File: config.mk
export PLATFORM = sky130hd
export DESIGN_NAME = clocked_event_delay
export DESIGN_NICKNAME = d
export VERILOG_FILES = /design/src/rtl/clocked_event_delay_pkg.sv /design/src/rtl/clocked_event_delay_ch.sv /design/src/rtl/clocked_event_delay.sv
export SDC_FILE = /design/constraint.sdc
export NUM_CORES = 1
export LEC_CHECK = 0
export ABC_CLOCK_PERIOD_IN_PS = 6000
export CAP_MARGIN = 15
export CORE_MARGIN = 2
export CORE_UTILIZATION = 60
export DETAILED_ROUTE_END_ITERATION = 12
export PLACE_DENSITY = 0.83
export SLEW_MARGIN = 20
export SYNTH_ARGS = -nofsm -noshare
export SYNTH_HDL_FRONTEND = slang
export SYNTH_HIERARCHICAL = 1
export SYNTH_SLANG_ARGS = --single-unit
File: constraint.sdc
create_clock -name clk -period 6 [get_ports clk]
set_clock_uncertainty 0.15 [all_clocks]
set_input_delay 1.2 -clock clk [delete_from_list [all_inputs] [get_ports clk]]
set_output_delay 1.2 -clock clk [all_outputs]
set_load 0.01 [all_outputs]
File: src/rtl/clocked_event_delay_pkg.sv
// clocked_event_delay_pkg: shared defaults and the modular due compare
package clocked_event_delay_pkg;
  localparam int CH_DEF    = 4;
  localparam int CNT_W_DEF = 8;
  localparam int DEPTH_DEF = 4;
  localparam int TS_MAX    = 33;
  function automatic int ts_width(input int cnt_w);
    return cnt_w + 1;
  endfunction
  // due once (ts - head) lands in the non-negative half of the ts_w-bit ring
  function automatic logic is_due(input logic [TS_MAX-1:0] ts, input logic [TS_MAX-1:0] head,
                                  input int ts_w);
    logic [TS_MAX-1:0] diff;
    logic [5:0] idx;
    diff = ts - head;
    idx  = 6'(ts_w - 1);
    return ~diff[idx];
  endfunction
endpackage

File: src/rtl/clocked_event_delay_ch.sv
// clocked_event_delay_ch: one channel's due-time FIFO, release toggle and overflow flag
module clocked_event_delay_ch
  import clocked_event_delay_pkg::*;
#(
  parameter int CNT_W = CNT_W_DEF,
  parameter int DEPTH = DEPTH_DEF
) (
  input  logic                   clk,
  input  logic                   rst,
  input  logic [CNT_W:0]         ts_i,
  input  logic [CNT_W-1:0]       dly_i,
  input  logic                   ev_i,
  input  logic                   err_clr_i,
  output logic                   out_o,
  output logic                   err_o,
  output logic                   pending_o
);
  localparam int TS_W = ts_width(CNT_W);
  localparam int PW   = $clog2(DEPTH);
  localparam int CW   = PW + 1;
  logic [TS_W-1:0] mem_q [DEPTH];
  logic [PW-1:0]   rd_q, rd_d, wr_q, wr_d;
  logic [CW-1:0]   cnt_q, cnt_d;
  logic            out_q, err_q, drop_q;
  logic            pop, push;
  logic [TS_W-1:0] due;
  always_comb begin
    pop  = (cnt_q != '0) && is_due(TS_MAX'(ts_i), TS_MAX'(mem_q[rd_q]), TS_W);
    push = ev_i && ((cnt_q != CW'(DEPTH)) || pop);
    due  = ts_i + TS_W'(dly_i) + TS_W'(1);
    rd_d  = rd_q + PW'(pop);
    wr_d  = wr_q + PW'(push);
    cnt_d = cnt_q + CW'(push) - CW'(pop);
  end
  always_ff @(posedge clk or negedge rst) begin
    if (!rst) begin
      rd_q   <= '0;
      wr_q   <= '0;
      cnt_q  <= '0;
      out_q  <= 1'b0;
      err_q  <= 1'b0;
      drop_q <= 1'b0;
    end else begin
      rd_q   <= rd_d;
      wr_q   <= wr_d;
      cnt_q  <= cnt_d;
      out_q  <= out_q ^ pop;
      drop_q <= ev_i & ~push;
      err_q  <= drop_q | (err_q & ~err_clr_i);
    end
  end
  always_ff @(posedge clk) begin
    if (push) mem_q[wr_q] <= due;
  end
  assign out_o     = out_q;
  assign err_o     = err_q;
  assign pending_o = cnt_d != '0;
endmodule

File: src/rtl/clocked_event_delay.sv
// clocked_event_delay: delays 2-phase request events per channel by a runtime cycle count
module clocked_event_delay
  import clocked_event_delay_pkg::*;
#(
  parameter int CH    = CH_DEF,
  parameter int CNT_W = CNT_W_DEF,
  parameter int DEPTH = DEPTH_DEF
) (
  input  logic             clk,
  input  logic             rst,
  input  logic [CNT_W-1:0] dly_val,
  input  logic [CH-1:0]    inR,
  input  logic             err_clr,
  output logic [CH-1:0]    outR,
  output logic [CH-1:0]    err,
  output logic             busy
);
  localparam int TS_W = ts_width(CNT_W);
  logic [TS_W-1:0] ts_q;
  logic [CH-1:0]   hist_q, ev, pend;
  logic            busy_q;
  assign ev = inR ^ hist_q;
  always_ff @(posedge clk or negedge rst) begin
    if (!rst) begin
      ts_q   <= '0;
      hist_q <= '0;
      busy_q <= 1'b0;
    end else begin
      ts_q   <= ts_q + TS_W'(1);
      hist_q <= inR;
      busy_q <= |pend;
    end
  end
  for (genvar i = 0; i < CH; i++) begin : g_ch
    clocked_event_delay_ch #(.CNT_W(CNT_W), .DEPTH(DEPTH)) u_ch (
      .clk       (clk),
      .rst       (rst),
      .ts_i      (ts_q),
      .dly_i     (dly_val),
      .ev_i      (ev[i]),
      .err_clr_i (err_clr),
      .out_o     (outR[i]),
      .err_o     (err[i]),
      .pending_o (pend[i])
    );
  end
  assign busy = busy_q;
endmodule

==> run metrics <==
outcome=complete, no violations; Post-Syn Nets=752; fmax=195 MHz; post-synth top area share=44.1%; row count=46; Buf/Inv on CP=3; CTS tree=done; GR Util met3=6.04%; clock latency on the worst-skew pair=0.43 ns; starting DRC count in detailed routing=352; Final setup viols=0; Avg WL per Cell=20.6 um; TritonCTS buffer count=17; Least-Margin Pin Slew=0.909 ns; hold depth=1; R2R cell count=16; filler cell count=1059; Die Width=132 um; r2r startpoint=g_ch[0].u_ch/rd_q[0]; startpoint types=flip-flop; total global routing overflow=0; Area Growth Syn to Fin=10.2%; clk slew on worst S/H paths=0.07 ns; core area=15900 um^2; Max stage delay cell, worst path=dfrtp_1; Post-synth top cells=edfxtp_1 (144), ha_1 (77), inv_1 (73); initial antenna violation count=0; fraction of layout cells with a size suffix above 1=9.56%; Seq. cell area=5680 um^2; Syn Area/Cell=15.0 um^2; ys async rst share=27.3%; sequential area share after synthesis=57.9%; RePlAce Congestion=0.858; HP Start=g_ch[3].u_ch/drop_q; fin nets=788; antenna cells=0; required time worst endpoint=6.15 ns; DP Wirelength=12.6 mm; pin count of the biggest net entering global routing=51; drt drc=0; Netlist cell types=47; grt met1 use=28.4%; grt met2 use=38.4%; clk root buf=clkbuf_16; WHS Endpoint=g_ch[3].u_ch/err_o; largest area contributor in the netlist=edfxtp_1; Crit Path Class=flip-flop to flip-flop; post-route cell area=10800 um^2; Worst slew margin=39.4%; r2r setup slk=0.87 ns; power density over the cells=449 nW/um^2; vias in the first global route=5636; postcts setup bufs=0; gr busiest metal=met2; number of enable flip-flop cells after synthesis=144; crit end category=flip-flop; YS warnings=6; first-pass GRT wire length=29.7 mm; via/cell ratio=5.91; count leader, synth=edfxtp_1; Gate Count Post-Synth=652; worst path arrival time=5.28 ns; CTS sink cnt=198; max-cap viol count=0; Leak=0.00446 uW; Total Routing Usage GR=22.9%; H-Tree Depth=4; # IOs=24; Die Span Y=132 um; drt first pass iters=5; Starting Density=61.5%; crit-path leading delay family=simple AND/OR/NAND/NOR gates; DP Area=10200 um^2; ANT nets after route=0; DIE AREA=17400 um^2; Tmin final=5.13 ns; Hold Vio Cnt, Final=0; reg2reg end=busy; total negative setup slack=0 ns; # port buffers=23; Area contributors post-synth=edfxtp_1 (44%), dfrtp_1 (14%), ha_1 (9.8%); drt total wl=18.9 mm; fin. max-slew vios=0; Primary FF master, synth=edfxtp_1; post-synthesis cell area=9800 um^2; vias=5415; Seq cells post-synth=198; VDD IR-drop max=0.254 mV; worst-path maximum fanout=11; Hold-fix buffers, CTS=0; Hold WC Path Type=flip-flop to flip-flop; max incr delay on CP=0.68 ns; Multi-input gate area=3780 um^2; deepest clock path buffer count=2; post-cts resize count=0; fin crit share=85.4%; worst-path cell chain=mux4_1, inv_1, ha_1, a21oi_1, nor2_1, a2111o_1, or3_4, a31oi_4, inv_1, ha_1, inv_1, ha_1, fa_1, xnor2_1, or3_1, or4_1; unrepaired setup endpoints after global routing=no
[power by group]
group | leakage (uW) | internal [uW] | switching, uW
Sequential | 0.00197 | 1870 | 268
Combinational | 0.00221 | 790 | 838
Clock | 0.000271 | 590 | 497
[layer usage]
metal	share of wire (%)	up-vias
met3	5.8	45
met5	0	-
li1	-	2511
met1	40	2705
met4	3.4	0
met2	51	154
[layout by cell type, fill, tap and decap left out, drive strengths merged, types with 5 or more instances in the layout]
master	Yosys	routed
xnor2	25	25
and3b	8	8
xor2	35	35
nor2	23	23
nor3	11	11
ha	77	77
a21o	8	8
clkbuf	0	20
nand2	13	13
a21oi	25	25
and3	6	6
fa	8	8
or3	9	9
o21ai	18	18
nor3b	7	7
inv	73	78
mux4	34	34
edfxtp	144	144
nand4	5	5
clkdlybuf4s50	0	22
nor2b	8	8
dfrtp	54	54
nand3	15	15
[kinds of logic (layout without fill, tap and decap cells)]
group / Yosys count / count (layout) / synth area share, %
DFF: 198 / 198 / 57.9
and+or+nand+nor: 118 / 118 / 7.11
adders and majority gates: 85 / 85 / 11.5
buffers and inverters: 81 / 130 / 3.51
AOI/OAI and AO/OA: 72 / 72 / 5.32
xor gates and xnor gates: 60 / 60 / 5.51
muxes: 38 / 38 / 9.20
[area by class of cell]
type	count	area share (%)
Inverter	73	2.54
Clock inverter	12	1.09
Tap cell	216	2.50
Clock buffer	20	4.13
Sequential cell	198	52.5
Timing Repair Buffer	25	2.22
Multi-Input combinational cell	373	35.0
[flip-flops by register name (all words and copies together), names as in the netlist]
| register | flops |
|---|---|
| g_ch.u_ch/drop_q | 4 |
| g_ch.u_ch/out_o | 4 |
| g_ch.u_ch/mem_q | 144 |
| g_ch.u_ch/err_o | 4 |
| ts_q | 9 |
| g_ch.u_ch/wr_q | 8 |
| g_ch.u_ch/cnt_q | 12 |
| busy | 1 |
| hist_q | 4 |
| g_ch.u_ch/rd_q | 8 |
[through the flow]
stage               hold slack (ns)  utilization (%)  setup WS (ns)  std cells  total power [uW]
floorplan                     0.254                -           1.45        652              3360
global placement              0.264             64.3           1.00        885              3650
detailed placement            0.278             64.3          0.873        885              3790
CTS                           0.293             67.8          0.837        917              4900
global route                  0.309             67.8          0.621        917              5160
finish                        0.287             67.8          0.873        917              4860
[how the worst max path moves through the flow]
| stage | slack (ns) | end | cells after the start | start |
|---|---|---|---|---|
| CTS | 0.84 | busy | 16 | g_ch[0].u_ch/rd_q[0] |
| floorplan | 1.45 | busy | 17 | g_ch[0].u_ch/rd_q[0] |
| global route | 0.62 | busy | 16 | g_ch[0].u_ch/rd_q[0] |
| global placement | 1.00 | busy | 16 | g_ch[0].u_ch/rd_q[0] |
| detailed placement | 0.87 | busy | 16 | g_ch[0].u_ch/rd_q[0] |
| finish | 0.87 | busy | 16 | g_ch[0].u_ch/rd_q[0] |
No activity file was read; power rests on OpenSTA's default activity.
